$ cat src/rtl/mux_rr_stream_if.sv
// Handshake bundle for mux_rr_stream: per-channel input streams, the manual
// select/mode controls and the single registered output stream.
interface mux_rr_stream_if #(
    parameter int NUM_CH = 8,
    parameter int DATA_W = 8,
    parameter int SEL_W  = $clog2(NUM_CH)
);
    logic [NUM_CH*DATA_W-1:0] in_data;
    logic [NUM_CH-1:0]        in_valid;
    logic [NUM_CH-1:0]        in_ready;
    logic                     mode;
    logic [SEL_W-1:0]         sel;
    logic [DATA_W-1:0]        out_data;
    logic [SEL_W-1:0]         out_ch;
    logic                     out_valid;
    logic                     out_ready;

    // Producer/consumer side (drives the inputs, observes the outputs).
    modport master (
        output in_data, in_valid, mode, sel, out_ready,
        input  in_ready, out_data, out_ch, out_valid
    );

    // Multiplexer side.
    modport slave (
        input  in_data, in_valid, mode, sel, out_ready,
        output in_ready, out_data, out_ch, out_valid
    );
endinterface

$ cat src/rtl/mux_rr_stream.sv
// mux_rr_stream: N-channel streaming multiplexer with a single-entry output
// register. Channel choice is manual (sel) or round-robin (mode=1).
// Optional feature macro MUX_STATS_EN adds per-channel 16-bit saturating
// transfer counters readable through stat_sel/stat_cnt.
module mux_rr_stream #(
    parameter int NUM_CH = 8,
    parameter int DATA_W = 8,
    parameter int SEL_W  = $clog2(NUM_CH)
) (
    input  logic             clk,
    input  logic             rst_n,
    mux_rr_stream_if.slave   bus
`ifdef MUX_STATS_EN
    ,
    input  logic [SEL_W-1:0] stat_sel,
    output logic [15:0]      stat_cnt
`endif
);

    typedef enum logic {EMPTY, FULL} slot_e;

    slot_e                 state_q, state_d;
    logic [SEL_W-1:0]      rr_ptr;
    logic                  rr_hit;
    logic [SEL_W-1:0]      rr_win;
    logic [2**SEL_W-1:0]   vld_ext;
    logic                  cand_vld;
    logic [SEL_W-1:0]      cand;
    logic                  free;
    logic                  grant;
    logic [DATA_W-1:0]     data_p1;
    logic [SEL_W-1:0]      ch_p1;

    // Round-robin search: first valid channel after rr_ptr, wrapping at NUM_CH-1.
    always_comb begin
        int idx;
        idx    = 0;
        rr_hit = 1'b0;
        rr_win = '0;
        for (int i = 1; i <= NUM_CH; i++) begin
            idx = int'(rr_ptr) + i;
            if (idx >= NUM_CH) idx = idx - NUM_CH;
            if (!rr_hit && bus.in_valid[idx]) begin
                rr_hit = 1'b1;
                rr_win = SEL_W'(idx);
            end
        end
    end

    // Candidate selection and grant; out-of-range sel reads a zero valid bit.
    always_comb begin
        vld_ext      = (2**SEL_W)'(bus.in_valid);
        cand         = bus.mode ? rr_win : bus.sel;
        cand_vld     = bus.mode ? rr_hit : vld_ext[bus.sel];
        free         = (state_q == EMPTY) || bus.out_ready;
        grant        = rst_n && free && cand_vld;
        bus.in_ready = grant ? (NUM_CH'(1) << cand) : '0;
    end

    // Output slot next state: fill on grant, empty on drain without refill.
    always_comb begin
        state_d = state_q;
        case (state_q)
            EMPTY: if (grant) state_d = FULL;
            FULL: begin
                if (grant)              state_d = FULL;
                else if (bus.out_ready) state_d = EMPTY;
            end
            default: state_d = EMPTY;
        endcase
    end

    // Output slot state register.
    always_ff @(posedge clk) begin
        if (!rst_n) state_q <= EMPTY;
        else        state_q <= state_d;
    end

    // Stage p1: capture the granted word and its channel index.
    always_ff @(posedge clk) begin
        if (!rst_n) begin
            data_p1 <= '0;
            ch_p1   <= '0;
        end else if (grant) begin
            data_p1 <= bus.in_data[cand*DATA_W +: DATA_W];
            ch_p1   <= cand;
        end
    end

    // Round-robin pointer advances only on round-robin grants.
    always_ff @(posedge clk) begin
        if (!rst_n)                rr_ptr <= SEL_W'(NUM_CH - 1);
        else if (grant && bus.mode) rr_ptr <= cand;
    end

    assign bus.out_data  = data_p1;
    assign bus.out_ch    = ch_p1;
    assign bus.out_valid = (state_q == FULL);

`ifdef MUX_STATS_EN
    logic [15:0] cnt [NUM_CH];

    function automatic logic [15:0] sat_inc(input logic [15:0] v);
        return (v == 16'hFFFF) ? v : v + 16'd1;
    endfunction

    // Per-channel handshake counters, saturating at all-ones.
    always_ff @(posedge clk) begin
        for (int k = 0; k < NUM_CH; k++) begin
            if (!rst_n)                                cnt[k] <= '0;
            else if (bus.in_valid[k] && bus.in_ready[k]) cnt[k] <= sat_inc(cnt[k]);
        end
    end

    // Counter read port; indices past the last channel read zero.
    always_comb begin
        stat_cnt = '0;
        for (int k = 0; k < NUM_CH; k++)
            if (stat_sel == SEL_W'(k)) stat_cnt = cnt[k];
    end
`endif

endmodule
$ cat src/flat_wrapper.sv
// flat-port wrapper written by rule: the top's interface ports become plain ports
module mux_rr_stream_flat 
#(
    parameter int NUM_CH = 8,
    parameter int DATA_W = 8,
    parameter int SEL_W  = $clog2(NUM_CH)
)
  (clk, rst_n, bus_in_data, bus_in_valid, bus_mode, bus_sel, bus_out_ready, bus_in_ready, bus_out_data, bus_out_ch, bus_out_valid);
  mux_rr_stream_if #(.NUM_CH(NUM_CH), .DATA_W(DATA_W), .SEL_W(SEL_W)) bus_i ();
  input  logic clk;
  input  logic rst_n;
  input wire logic [$bits(bus_i.in_data)-1:0] bus_in_data;
  input wire logic [$bits(bus_i.in_valid)-1:0] bus_in_valid;
  input wire logic [$bits(bus_i.mode)-1:0] bus_mode;
  input wire logic [$bits(bus_i.sel)-1:0] bus_sel;
  input wire logic [$bits(bus_i.out_ready)-1:0] bus_out_ready;
  output wire logic [$bits(bus_i.in_ready)-1:0] bus_in_ready;
  output wire logic [$bits(bus_i.out_data)-1:0] bus_out_data;
  output wire logic [$bits(bus_i.out_ch)-1:0] bus_out_ch;
  output wire logic [$bits(bus_i.out_valid)-1:0] bus_out_valid;
  assign bus_i.in_data = bus_in_data;
  assign bus_i.in_valid = bus_in_valid;
  assign bus_i.mode = bus_mode;
  assign bus_i.sel = bus_sel;
  assign bus_i.out_ready = bus_out_ready;
  assign bus_in_ready = bus_i.in_ready;
  assign bus_out_data = bus_i.out_data;
  assign bus_out_ch = bus_i.out_ch;
  assign bus_out_valid = bus_i.out_valid;
  mux_rr_stream #(.NUM_CH(NUM_CH), .DATA_W(DATA_W), .SEL_W(SEL_W)) u_core (.clk(clk), .rst_n(rst_n), .bus(bus_i));
endmodule
$ cat config.mk
export PLATFORM = sky130hd
export DESIGN_NAME = mux_rr_stream_flat
export DESIGN_NICKNAME = d
export VERILOG_FILES = /design/src/rtl/mux_rr_stream_if.sv /design/src/rtl/mux_rr_stream.sv /design/src/flat_wrapper.sv
export SDC_FILE = /design/constraint.sdc
export NUM_CORES = 1
export LEC_CHECK = 0
export BUFFER_PORTS_ARGS = -buffer_cell sky130_fd_sc_hd__buf_4
export CORE_MARGIN = 2
export CORE_UTILIZATION = 53
export CTS_CLUSTER_SIZE = 30
export DETAILED_ROUTE_END_ITERATION = 12
export PLACE_DENSITY = 0.87
export RECOVER_POWER = 25
export SLEW_MARGIN = 10
export SYNTH_ARGS = -nofsm -noshare
export SYNTH_HDL_FRONTEND = slang
export SYNTH_SLANG_ARGS = --single-unit
$ cat constraint.sdc
create_clock -name clk -period 7.59 [get_ports clk]
set_input_delay 1.1385 -clock clk [delete_from_list [all_inputs] [get_ports clk]]
set_output_delay 1.1385 -clock clk [all_outputs]
set_load 0.02 [all_outputs]
# Yosys cells after proc, flatten, opt, wreduce, memory -nomap -nowiden
# Cells that the tools add are included.
word_totals:
  input_bits: 79
  wordCells: 115
  reg_bits: 15
  output_inout_bits: 20
op_classes:
  n_bitwise: 1
  n_addsub: 16
  order_cmp: 17
  reduce_logical: 18
  shifts: 2
  mux: 57
op_table:
  columns: ["cell", "count"]
  rows:
  - ["$ge A32 B5 Y1 const B", 8]
  - ["$lt A32 B5 Y1 const B", 8]
  - ["$mux W32", 8]
  - ["$sub A32 B5 Y32 const B", 8]
  - ["$shiftx A64 B7 Y8", 1]
  - ["$mux W1", 29]
  - ["$bmux W1 S3", 9]
  - ["$mux W3", 9]
  - ["$add A3 B3 Y4 const B", 4]
  - ["$logic_and A1 B1 Y1", 10]
  - ["$add A3 B2 Y4 const B", 2]
  - ["$mux W8", 1]
  - ["$shl A1 B3 Y8 const A", 1]
  - ["$logic_not A1 Y1", 7]
  - ["$add A3 B4 Y5 const B", 1]
  - ["$add A3 B1 Y4 const B", 1]
  - ["$lt A3 B4 Y1 const B", 1]
  - ["$pmux W1 S2", 1]
  - ["$logic_or A1 B1 Y1", 1]
  - ["$not A1 Y1", 1]

# Longest topological paths before layout
# Gate-level depths: netlist of run 1.
logic_depth:
  ltp_word: 32
  ltp_mapped: 14
  depth_no_buf: 11

# Least setup slack after synthesis of run 1
# No wires, ideal clock.
synth_timing:
  path_kind: "input to output"
  startpoint: "input port bus_in_valid[0]"
  endpoint: "output port bus_in_ready[1]"
  t_required_ns: 6.451
  t_arrival_ns: 3.554
  stages: 9
  path_buffers: 1
  setup_slack_ns: 2.897
  cell_sequence: "mux4_2 > mux2_4 > or3_4 > o31a_1 > a41oi_2 > and2_1 > and3_1 > clkbuf_1 > and2_1"
synth_between:
  elab_chain_cells: 28
  elab_cells_between_ends: 61
  cone_classes: "shift: 1; mux: 45; reduce/logical: 15"
synth_lines:
  columns: ["element", "line", "rtl"]
  rows:
  - ["from (decl)", "flat_wrapper.sv:13", "input wire logic [$bits(bus_i.in_valid)-1:0] bus_in_valid;"]
  - ["$bmux W1 S3", "mux_rr_stream.sv:43", "if (!rr_hit && bus.in_valid[idx]) begin"]
  - ["$mux W1 (not written as such) (2 in a row)", "mux_rr_stream.sv:43", null]
  - ["$mux W1", "mux_rr_stream.sv:43", null]
  - ["$logic_not A1 Y1", "mux_rr_stream.sv:43", null]
  - ["$logic_and A1 B1 Y1", "mux_rr_stream.sv:43", null]
  - ["$mux W1", "mux_rr_stream.sv:43", null]
  - ["$logic_not A1 Y1", "mux_rr_stream.sv:43", null]
  - ["$logic_and A1 B1 Y1", "mux_rr_stream.sv:43", null]
  - ["[11 not listed]", null, null]
  - ["$logic_and A1 B1 Y1", "mux_rr_stream.sv:43", null]
  - ["$mux W1", "mux_rr_stream.sv:43", null]
  - ["$logic_not A1 Y1", "mux_rr_stream.sv:43", null]
  - ["$logic_and A1 B1 Y1", "mux_rr_stream.sv:43", null]
  - ["$mux W3 or $mux W1 (tied branches)", "mux_rr_stream.sv:43", null]
  - ["$mux W3 or $mux W1 (tied branches)", "mux_rr_stream.sv:53, mux_rr_stream.sv:54", null]
  - ["$shl A1 B3 Y8 or $logic_and A1 B1 Y1 (tied branches)", "mux_rr_stream.sv:57, mux_rr_stream.sv:56", null]
  - ["$mux W8 *", "mux_rr_stream.sv:57", "bus.in_ready = grant ? (NUM_CH'(1) << cand) : '0;"]
  - ["to (decl)", "flat_wrapper.sv:17", "output wire logic [$bits(bus_i.in_ready)-1:0] bus_in_ready;"]
# Mark *: on every way between the ends. The rest lies on a longest branch, timed or not. The select of a mux whose other input is x is not followed.

# Worst setup path in the final report of run 1
layout_timing:
  startpoint: "register u_core.rr_ptr[0]"
  endpoint: "output port bus_in_ready[1]"
layout_between:
  elab_chain_cells: 31
  elab_cells_between_ends: 91
  cone_classes: "add/sub: 16; order compare: 8; shift: 1; mux: 51; reduce/logical: 15"
layout_lines:
  columns: ["element", "line", "rtl"]
  rows:
  - ["from (decl)", "mux_rr_stream.sv:23", "logic [SEL_W-1:0] rr_ptr;"]
  - ["from (signal assigned)", "mux_rr_stream.sv:92", "if (!rst_n) rr_ptr <= SEL_W'(NUM_CH - 1);"]
  - ["from (signal assigned)", "mux_rr_stream.sv:93", "else if (grant && bus.mode) rr_ptr <= cand;"]
  - ["$add A3 B1 Y4", "mux_rr_stream.sv:41", "idx = int'(rr_ptr) + i;"]
  - ["$sub A32 B5 Y32 or $ge A32 B5 Y1 (tied branches)", "mux_rr_stream.sv:42", "if (idx >= NUM_CH) idx = idx - NUM_CH;"]
  - ["$mux W32", "mux_rr_stream.sv:42", null]
  - ["$bmux W1 S3", "mux_rr_stream.sv:43", null]
  - ["$mux W1 (not written as such) (2 in a row)", "mux_rr_stream.sv:43", null]
  - ["$mux W1", "mux_rr_stream.sv:43", null]
  - ["$logic_not A1 Y1", "mux_rr_stream.sv:43", null]
  - ["$logic_and A1 B1 Y1", "mux_rr_stream.sv:43", null]
  - ["[14 not listed]", null, null]
  - ["$logic_and A1 B1 Y1", "mux_rr_stream.sv:43", null]
  - ["$mux W1", "mux_rr_stream.sv:43", null]
  - ["$logic_not A1 Y1", "mux_rr_stream.sv:43", null]
  - ["$logic_and A1 B1 Y1", "mux_rr_stream.sv:43", null]
  - ["$mux W3 or $mux W1 (tied branches)", "mux_rr_stream.sv:43", null]
  - ["$mux W3 or $mux W1 (tied branches)", "mux_rr_stream.sv:53, mux_rr_stream.sv:54", null]
  - ["$shl A1 B3 Y8 or $logic_and A1 B1 Y1 (tied branches)", "mux_rr_stream.sv:57, mux_rr_stream.sv:56", null]
  - ["$mux W8 *", "mux_rr_stream.sv:57", null]
# Marks and branches as above.

==> results of run 1 <==
-- final timing paths --
check	startpoint	end	slack [ns]
setup / recovery	u_core.rr_ptr[0]$_SDFFE_PN1P_	bus_in_ready[1]	1.73
hold / removal	u_core.bus.out_ch[1]$_SDFFE_PN0P_	u_core.bus.out_ch[1]$_SDFFE_PN0P_	0.51
setup reg to reg	u_core.rr_ptr[0]$_SDFFE_PN1P_	u_core.bus.out_data[4]$_SDFFE_PN0P_	2.96
hold reg to reg	u_core.bus.out_ch[1]$_SDFFE_PN0P_	u_core.bus.out_ch[1]$_SDFFE_PN0P_	0.51
-- routing by layer --
layer	part of all wire [%]	wire length [um]
met5	0	0
met4	2.2	173
met3	7.9	625
met2	49	3910
met1	41	3210
-- registers in the layout (all words and copies together) (netlist names) --
| signal | count |
|---|---|
| u_core.rr_ptr | 3 |
| u_core.bus.out_ch | 3 |
| u_core.bus.out_data | 8 |
| u_core.bus.out_valid | 1 |
-- power by group --
group / total [mW] / switching, mW / internal, mW
Sequential: 0.106 / 0.0156 / 0.0902
Combinational: 0.379 / 0.218 / 0.161
Clock: 0.0683 / 0.0310 / 0.0373
-- cells in the mapped netlist (all sizes together), types with 3 or more instances --
library cell  count  share of area [%]
a21oi             5                1.0
nor2b             7                1.8
dfxtp            15                 13
nand2b            6                1.6
mux2              9                4.4
and3             17                4.5
a211oi           11                3.7
a21boi           18                5.7
buf              13                3.1
nand2            32                5.0
mux2i             7                2.9
mux4             14                 13
nor2             22                3.5
xor2              3                1.1
a41oi             3                1.4
o22ai             9                2.4
clkbuf            9                1.4
and2              3               0.79
nor3              3               0.63
nor4             11                5.0
o211ai            9                2.8
o21ai            34                7.4
o21a              3                1.3
nand3             9                1.9
-- critical path, delay by kind of cell (launching register included) --
kind	cells	cell delay [ns]
multiplexers	2	0.75
AO/OA/AOI/OAI	2	0.49
adder cells (fa/ha/maj)	1	0.63
AND/OR/NAND/NOR	4	1.51
flip-flops	1	0.75
buffers and inverters	2	0.34
-- cell type report --
| class | instances | area, um^2 | area share (%) |
|---|---|---|---|
| flip-flops and latches | 15 | 300 | 9.61 |
| clock buffers | 4 | 45.0 | 1.44 |
| multi-input cells | 264 | 1980 | 63.3 |
| inverters | 2 | 7.51 | 0.240 |
| repair buffers | 101 | 728 | 23.3 |
| well taps | 52 | 65.1 | 2.08 |
-- per-stage QoR --
step                hold slack, ns  area [um^2]  power [mW]  util [%]
detailed placement           0.495         3110       0.484      71.4
CTS                          0.517         3160       0.552      72.5
global route                 0.553         3130       0.589      71.8
finish                       0.508         3130       0.553      71.8
floorplan                    0.589         2390       0.376         -
global placement             0.489         3110       0.480      71.4
-- kinds of logic (layout without fill, tap and decap cells) --
logic type	Yosys count	after routing	share of synthesized area [%]
XOR/XNOR	5	5	1.83
buffers and inverters	24	107	4.82
adder cells (fa/ha/maj)	2	2	1.05
multiplexers	30	30	20.5
AND/OR/NAND/NOR	118	118	27.5
AO/OA/AOI/OAI	109	109	31.7
flip-flops	15	15	12.6
==> results.md, run 1 <==
* Outcome: finished clean
* Required @ worst endpoint at 6.45 ns
* CP arrival at 4.72 ns
* Met1 Track Usage GR at roughly two fifths
* Final min period at around 6 ns
* Antenna diodes at 0
* Final worst setup slack at approximately 1.7 ns
* Synth warn at 0
* Core Rows at 24
* Synthesized cell area at 0.00239 mm^2
* Commonest non-fill, non-tap cell in the layout: buf_4
* Critical Path End Type: primary output
* Endpoints failing setup at 0
* Power per Cell Area at 177 mW/mm^2
* Layout cell share with drive strength beyond 1 at between 30 and 40%
* Critical path peak fanout at 14
* Worst Hold Class: reg -> reg
* Max Fclk at 0.171 GHz
* Vias in the first global route at roughly 2700
* IO Pins at roughly 100
* Post-synth EDFFs at 0
* Placement Setup Slack at 2.08 ns
* Worst R2R Path Depth at 12
* Hold depth at 1
* CP max stage cell: dfxtp_1
* GRT Overall Usage at 31.4%
* Most frequent cells in the layout: buf_4, nand2_1, o21ai_0
* Highest ir drop seen on vdd at slightly below 80 uV
* Layer with the highest usage: met2
* Critical Path Start Type: register
* Finished Layout Cells at about 440
* Largest net degree at the start of global routing at a little under 50
* Clock latency on the worst-skew pair at roughly 0.26 ns
* Placed Cells at roughly 430
* Antenna violations before repair at 0
* Area growth syn-to-layout at 30.9%
* Max-Cap Viols at 0
* Cells after Synth at roughly 300
* Wire per inst at between 15 and 20 um
* Final slew viol count at 0
* Post-DP HPWL at approximately 6300 um
* CP Class: reg -> out
* Post-DRT Antenna Nets at 0
* Die ar. at between 0.005 and 0.006 mm^2
* Worst-path clk slew at approximately 0.07 ns
* CTS tree: yes
* Root buffer cell: clkbuf_8
* Vias per inst at between 6 and 7
* FILL cells at 380
* Final Skew at 0.00682 ns
* 1st-iter DRT viols at between 300 and 400
* DR pass1 iterations at 4
* Post-CTS resize count at 0
* PortBufs at 98
* Syn avg cell area at 7.88 um^2
* Crit-path cells: inv_2 -> ha_1 -> mux4_2 -> mux2_4 -> or3_4 -> o31a_1 -> a41oi_2 -> and2_1 -> and3_1 -> and2_1 -> buf_4
* Starting Density at between 50 and 60%
* Final nets at between 400 and 500
* Post-CTS Hold Buffers at 0
* Global-route wire length before repair at about 13000 um
* Die width at a little over 70 um
* Ys flop type: dfxtp_1
* Max-slew headroom at about 46%
* # DRC at 0
* H-tree depth at 1
* RSZ-0062 raised after global routing: false
* GR Overflow Total at 0
* Synthesis-stage register bit count at 15
* Via Count at around 2800
* M2 GR Usage at 53.0%
* Synth cell types at 57
* Critical path's most frequent cell: and2_1
* Met3 capacity usage during global routing at under 10%
* Clock Path Buffers at 2
* Final WL at just under 8000 um
* Final hold vios at 0
* CORE AREA at 0.00435 mm^2
* Worst Tran Pin Value at around 0.8 ns
* FFs w/ async S/R, synth at 0%
* Seq/Total Area, Yosys at 12.6%
* Setup TNS at 0 ns
* Clk sinks at 15
* Post-CTS Setup Inserts at 0
* Synth Net Count at 384
* RD Place Congestion at between 0.9 and 1
* CP peak stage delay at between 0.7 and 0.8 ns
* CTS buffer count at 3
* Period utilization at just under 80%
* Die height at 71.1 um
* Pleak at between 1 and 1.5 nW
Note: power is estimated with default switching activity, not from simulation.
==> run 2: changes to the inputs <==
--- a/config.mk
+++ b/config.mk
@@ -7,10 +7,10 @@
 export LEC_CHECK = 0
 export BUFFER_PORTS_ARGS = -buffer_cell sky130_fd_sc_hd__buf_4
 export CORE_MARGIN = 2
-export CORE_UTILIZATION = 53
+export CORE_UTILIZATION = 50
 export CTS_CLUSTER_SIZE = 30
 export DETAILED_ROUTE_END_ITERATION = 12
-export PLACE_DENSITY = 0.87
+export PLACE_DENSITY = 0.83
 export RECOVER_POWER = 25
 export SLEW_MARGIN = 10
 export SYNTH_ARGS = -nofsm -noshare
==> constraint.sdc (replaced) <==
create_clock -name clk -period 5.8 [get_ports clk]
set_input_delay 0.87 -clock clk [delete_from_list [all_inputs] [get_ports clk]]
set_output_delay 0.87 -clock clk [all_outputs]
set_load 0.02 [all_outputs]
==> results.md, run 2 (synthesis results as in run 1) <==
* Largest net degree at the start of global routing at 49 (unchanged)
* Outcome: finished clean
* Hold Startpoint: u_core.bus.out_ch[1]$_SDFFE_PN0P_
* Antenna violations before repair at 0 (unchanged)
* PortBufs at 98 (unchanged)
* Antenna diodes at 0 (unchanged)
* Power share of the combinational group at 69.9% (+1.4 points)
* 1st-iter DRT viols at 273 (-10%)
* Post-CTS Hold Buffers at 0 (unchanged)
* H-tree depth at 1 (unchanged)
* Final Skew at 0.00156 ns (-0.00526 ns)
* CP Class: reg -> out
* CTS buffer count at 3 (unchanged)
* Global-route wire length before repair at 13000 um (+1.3%)
* Core Rows at 25 (+4.2%)
* Root buffer cell: clkbuf_8
* NetSw at 0.347 mW (+31%)
* Highest ir drop seen on vdd at 91.1 uV (+18%)
* Net Sw Frac at 47.6% (-0.15 points)
* Final WL at 8250 um (+4.2%)
* DR pass1 iterations at 5 (+1)
* Via Count at 2845 (+1.1%)
* CP peak stage delay at 0.70 ns (-0.05 ns)
* Seq pwr share at 18.3% (-0.9 points)
* Max Fclk at about 0.18 GHz
* CP max stage cell: dfxtp_1
* Critical path's most frequent cell: and2_1
* Critical Path Start Type: register
* Vias per inst at 6.42 (about the same)
* Period utilization at 94.7%
* Finished Layout Cells at 443 (+1.1%)
* Commonest non-fill, non-tap cell in the layout: buf_4
* Pwr Total at 0.728 mW (+32%)
* Hold depth at 1 (unchanged)
* Max-slew headroom at 50.9% (+4.8 points)
* Worst Hold Class: reg -> reg
* Clock Path Buffers at 2 (unchanged)
* Layout cell share with drive strength beyond 1 at 36.8% (+0.49 points)
* GR Overflow Total at 0 (unchanged)
* Clk sinks at 15 (unchanged)
* Final hold vios at 0 (unchanged)
* Vias in the first global route at 2656 (-1.2%)
* RSZ-0062 raised after global routing: false
* Most frequent cells in the layout: buf_4, nand2_1, o21ai_0
* Final slew viol count at 0 (unchanged)
* Hold slack at 0.515 ns (+0.00717 ns)
* RD Place Congestion at 0.979 (+1.6%)
* Origin of the worst setup path: u_core.rr_ptr[1]$_SDFFE_PN1P_
* # DRC at 0 (unchanged)
* Clock latency on the worst-skew pair at 0.25 ns (about the same)
* Final min period at between 5 and 6 ns
* Wire per inst at 18.6 um (+3.0%)
* Post-DP HPWL at 6540 um (+3.5%)
* CTS tree: yes
* Power per Cell Area at 231 mW/mm^2 (+31%)
* R2R setup slack at 1.33 ns (-1.63 ns)
* Setup TNS at 0 ns (unchanged)
* Die width at 73.1 um (+2.8%)
* Die ar. at 0.00534 mm^2 (+5.7%)
* RR Endpoint: u_core.bus.out_data[3]$_SDFFE_PN0P_
* GRT Overall Usage at 31.4% (-0.044 points)
* Hold endpoint: u_core.bus.out_ch[1]$_SDFFE_PN0P_
* Largest register FFs at 8 (unchanged)
* Critical Path End Type: primary output
* Post-CTS resize count at 0 (unchanged)
* Critical path peak fanout at 14 (unchanged)
* Final nets at 471 (+0.64%)
* FILL cells at 412 (+8.4%)
* Endpoints failing setup at 0 (unchanged)
* Starting Density at 51.2% (-3.6 points)
* Worst Tran Pin Value at 0.734 ns (-0.0724 ns)
* CORE AREA at 0.00466 mm^2 (+7.0%)
* Placed Cells at 439 (+1.2%)
* Cell Int Power at 0.381 mW (+32%)
* Die height at 73.1 um (+2.8%)
* Post-DRT Antenna Nets at 0 (unchanged)
* FF-to-FF Start: u_core.rr_ptr[1]$_SDFFE_PN1P_
* Post-CTS Setup Inserts at 0 (unchanged)
* Crit-path cells: inv_1 -> ha_1 -> mux4_2 -> mux2_4 -> or3_4 -> o31ai_1 -> or4_1 -> and2_1 -> and3_1 -> and2_1 -> buf_4
* Worst R2R Path Depth at 11 (-1)
* Required @ worst endpoint at 4.93 ns (-1.52 ns)
* Max-Cap Viols at 0 (unchanged)
* Area growth syn-to-layout at 32.0%
* IO Pins at 99 (unchanged)
* Pleak at 1.37 nW (+1.1%)
* Clock share of power at 11.9% (-0.5 points)
* CP arrival at 4.63 ns (-0.09 ns)
* Worst-path clk slew at 0.06 ns (about the same)
[run 2: cell types whose count changed in the layout (fill, tap and decap cells not counted), sizes merged]
cell | previous run | this run
buf | 93 | 96
[run 2: final cells by class]
class / instances / area (um^2) / area share, %
multi-input combinational: 264 / 1980 / 62.8
timing repair buffer: 104 / 751 / 23.8
sequential: 15 / 300 / 9.53
tap: 54 / 67.6 / 2.14
clock buffer: 4 / 45.0 / 1.43
inverter: 2 / 7.51 / 0.238
[run 2: layer usage]
metal | part of all wire (%) | wire, um | track usage [%]
met4 | 3.2 | 266 | 13.6
met5 | 0 | 0 | 0
met2 | 51 | 4220 | 54.7
met1 | 39 | 3240 | 40.1
met3 | 6.3 | 520 | 1.38
[run 2: power groups by stage]
stage                     clock, mW  combinational (mW)  sequential (mW)
after detailed placement          0               0.505            0.135
after CTS                    0.0862               0.507            0.133
final                        0.0863               0.508            0.133
after floorplan                   0               0.348            0.144
after global routing         0.0920               0.548            0.135
after global placement            0               0.498            0.134
[run 2: worst max-delay path by stage]
stage	end	slack (ns)	depth (start not counted)
global placement	bus_in_ready[3]	0.83	11
detailed placement	bus_in_ready[3]	0.68	11
finish	bus_in_ready[3]	0.30	11
global route	bus_in_ready[3]	0.007	11
CTS	bus_in_ready[3]	0.39	11
floorplan	bus_in_ready[4]	1.44	13
[run 2: through the flow]
step                      util (%)  worst slack [ns]  cell area, um^2
after floorplan                  -              1.44             2390
after global placement        67.3             0.827             3140
after detailed placement      67.3             0.678             3140
after CTS                     68.2             0.386             3180
after global routing          67.6           0.00713             3150
final                         67.6             0.305             3150
[run 2: worst max-delay path: cells and delay by family, from the launching register on]
family | cells | cell delay, ns
flops | 1 | 0.70
mux | 2 | 0.76
buf+inv | 2 | 0.33
fa+ha+maj | 1 | 0.60
simple gates | 5 | 1.65
compound gates | 1 | 0.33
==> run 3: changes to the inputs <==
--- a/config.mk
+++ b/config.mk
@@ -12,6 +12,7 @@
 export DETAILED_ROUTE_END_ITERATION = 12
 export PLACE_DENSITY = 0.83
 export RECOVER_POWER = 25
+export REMOVE_ABC_BUFFERS = 1
 export SLEW_MARGIN = 10
 export SYNTH_ARGS = -nofsm -noshare
 export SYNTH_HDL_FRONTEND = slang
==> constraint.sdc (replaced) <==
create_clock -name clk -period 5.8 [get_ports clk]
set_input_delay 1.16 -clock clk [delete_from_list [all_inputs] [get_ports clk]]
set_output_delay 1.16 -clock clk [all_outputs]
set_load 0.02 [all_outputs]
==> results.md, run 3 (synthesis results as in run 1) <==
* Finished Layout Cells at 446 (+0.68%)
* Final nets at 474 (+0.64%)
* CTS tree: yes
* Commonest non-fill, non-tap cell in the layout: buf_4
* Critical path peak fanout at 12 (-2)
* Vias in the first global route at 2610 (-1.7%)
* Area growth syn-to-layout at 33.0%
* Post-CTS Setup Inserts at 0 (unchanged)
* FF-to-FF Start: u_core.rr_ptr[1]$_SDFFE_PN1P_
* Die height at 73.1 um (unchanged)
* Final worst setup slack at 0.703 ns (+0.398 ns)
* Clk sinks at 15 (unchanged)
* Antenna diodes at 0 (unchanged)
* Placement Setup Slack at 0.738 ns (+0.0595 ns)
* FF+latch area at 300 um^2 (unchanged)
* Final slew viol count at 0 (unchanged)
* Worst Tran Pin Value at 0.851 ns (+0.117 ns)
* Critical Path Start Type: primary input
* WP buf/inv at 3 (+1)
* # DRC at 0 (unchanged)
* DR pass1 iterations at 6 (+1)
* Top Family by Delay on Critical Path: simple AND/OR/NAND/NOR gates
* CP arrival at 3.94 ns (-0.69 ns)
* Antenna violations before repair at 0 (unchanged)
* FILL cells at 414 (+0.49%)
* Largest net degree at the start of global routing at 49 (unchanged)
* Power per Cell Area at 230 mW/mm^2 (-0.58%)
* GR Overflow Total at 0 (unchanged)
* Highest ir drop seen on vdd at 93.8 uV (+2.9%)
* CTS buffer count at 3 (unchanged)
* Endpoints failing setup at 0 (unchanged)
* Final WL at 7990 um (-3.1%)
* Pwr Total at 0.729 mW (+0.17%)
* GRT Overall Usage at 29.2% (-2.2 points)
* IO Pins at 99 (unchanged)
* Global-route wire length before repair at 12400 um (-4.9%)
* Worst-path clk slew at 0.06 ns (about the same)
* Final Skew at 0.00811 ns (+0.00654 ns)
* Outcome: finished clean
* Required @ worst endpoint at 4.64 ns (-0.29 ns)
* Vias per inst at 6.46 (+0.58%)
* RSZ-0062 raised after global routing: false
* Worst Hold Class: reg -> reg
* 1st-iter DRT viols at 319 (+17%)
* Max-Cap Viols at 0 (unchanged)
* Max Fclk at 0.196 GHz (+7.8%)
* Largest register FFs at 8 (unchanged)
* Layout cell share with drive strength beyond 1 at 37.5% (+0.74 points)
* Crit-path cells: buf_4 -> mux4_2 -> mux2i_1 -> a21boi_0 -> or4_1 -> and2_1 -> buf_4 -> nand3b_2 -> nor2_1 -> buf_4
* Via Count at 2881 (+1.3%)
* Critical Path End Type: primary output
* PortBufs at 98 (unchanged)
* Origin of the worst setup path: bus_in_valid[0]
* H-tree depth at 1 (unchanged)
* Final hold vios at 0 (unchanged)
* Pleak at 1.39 nW (+1.3%)
* Root buffer cell: clkbuf_8
* Wire per inst at 17.9 um (-3.8%)
* CP Class: in -> out
* Starting Density at 51.2% (unchanged)
* Clock latency on the worst-skew pair at 0.25 ns (about the same)
* Post-CTS resize count at 0 (unchanged)
* Max-slew headroom at 43.0% (-7.9 points)
* CORE AREA at 0.00466 mm^2 (unchanged)
* Die ar. at 0.00534 mm^2 (unchanged)
* CP peak stage delay at 0.53 ns (-0.17 ns)
* Core Rows at 25 (unchanged)
* RD Place Congestion at 1.01 (+3.2%)
* Placed Cells at 442 (+0.68%)
* Final min period at 5.10 ns (-0.398 ns)
* Clock Path Buffers at 2 (unchanged)
* Post-CTS Hold Buffers at 0 (unchanged)
* CP max stage cell: or4_1
* Die width at 73.1 um (unchanged)
* Post-DRT Antenna Nets at 0 (unchanged)
* Post-DP HPWL at 6190 um (-5.3%)
* Critical path's most frequent cell: buf_4
* Multi-input logic area at 0.00198 mm^2 (unchanged)
* Most frequent cells in the layout: buf_4, nand2_1, o21ai_0
* Hold Startpoint: u_core.bus.out_ch[1]$_SDFFE_PN0P_
* Period utilization at 87.9% (-6.9 points)
==> run 3: layer usage <==
layer  vias to the layer above  wire (um)  GRT usage [%]  part of all wire, %
met5                         -          0              0                    0
met4                         0        185           10.3                  2.3
met3                        18        594           5.94                  7.4
met2                       152       3870           46.1                   48
met1                      1353       3340           39.4                   42
li1                       1358          -              -                    -
==> run 3: area by class of cell <==
class | count | share of cell area (%)
repair buffers | 107 | 24.4
multi-input cells | 264 | 62.4
clock buffers | 3 | 1.30
inverters | 2 | 0.237
flip-flops and latches | 15 | 9.46
well taps | 54 | 2.13
clock inverters | 1 | 0.158
==> run 3: worst paths after layout <==
kind                                               to  slack (ns)  cells past startpoint
setup / recovery                      bus_in_ready[2]        0.70                     10
setup reg to reg  u_core.bus.out_data[7]$_SDFFE_PN0P_        1.94                     11
hold / removal      u_core.bus.out_ch[1]$_SDFFE_PN0P_        0.50                      1
hold reg to reg     u_core.bus.out_ch[1]$_SDFFE_PN0P_        0.50                      1
==> run 3: per-stage QoR <==
stage          hold WS [ns]  instance area (um^2)  TNS, ns  util [%]
2_1_floorplan         0.590                  2280   -0.955         -
3_3_place_gp          0.483                  3160        0      67.8
3_5_place_dp          0.491                  3160        0      67.8
4_1_cts               0.502                  3200        0      68.8
5_1_grt               0.521                  3170        0      68.1
6_report              0.496                  3170        0      68.1
==> run 3: worst register-to-register path, cell delays in order, from the launching register on <==
cell and delay (ns):
dfxtp_1 0.34, inv_1 0.11, ha_1 0.57, mux4_2 0.43
mux2_4 0.33, or3_4 0.42, o31a_1 0.29, o211a_1 0.15
a211oi_2 0.58, o21ai_1 0.15, o22ai_1 0.29, nor4_2 0.09
==> run 3: where the power goes <==
group | internal, mW | leakage (nW) | switching (mW)
clock network | 0.0476 | 0.0255 | 0.0394
registers | 0.118 | 0.124 | 0.0109
logic | 0.217 | 1.24 | 0.296
total | 0.383 | 1.39 | 0.346
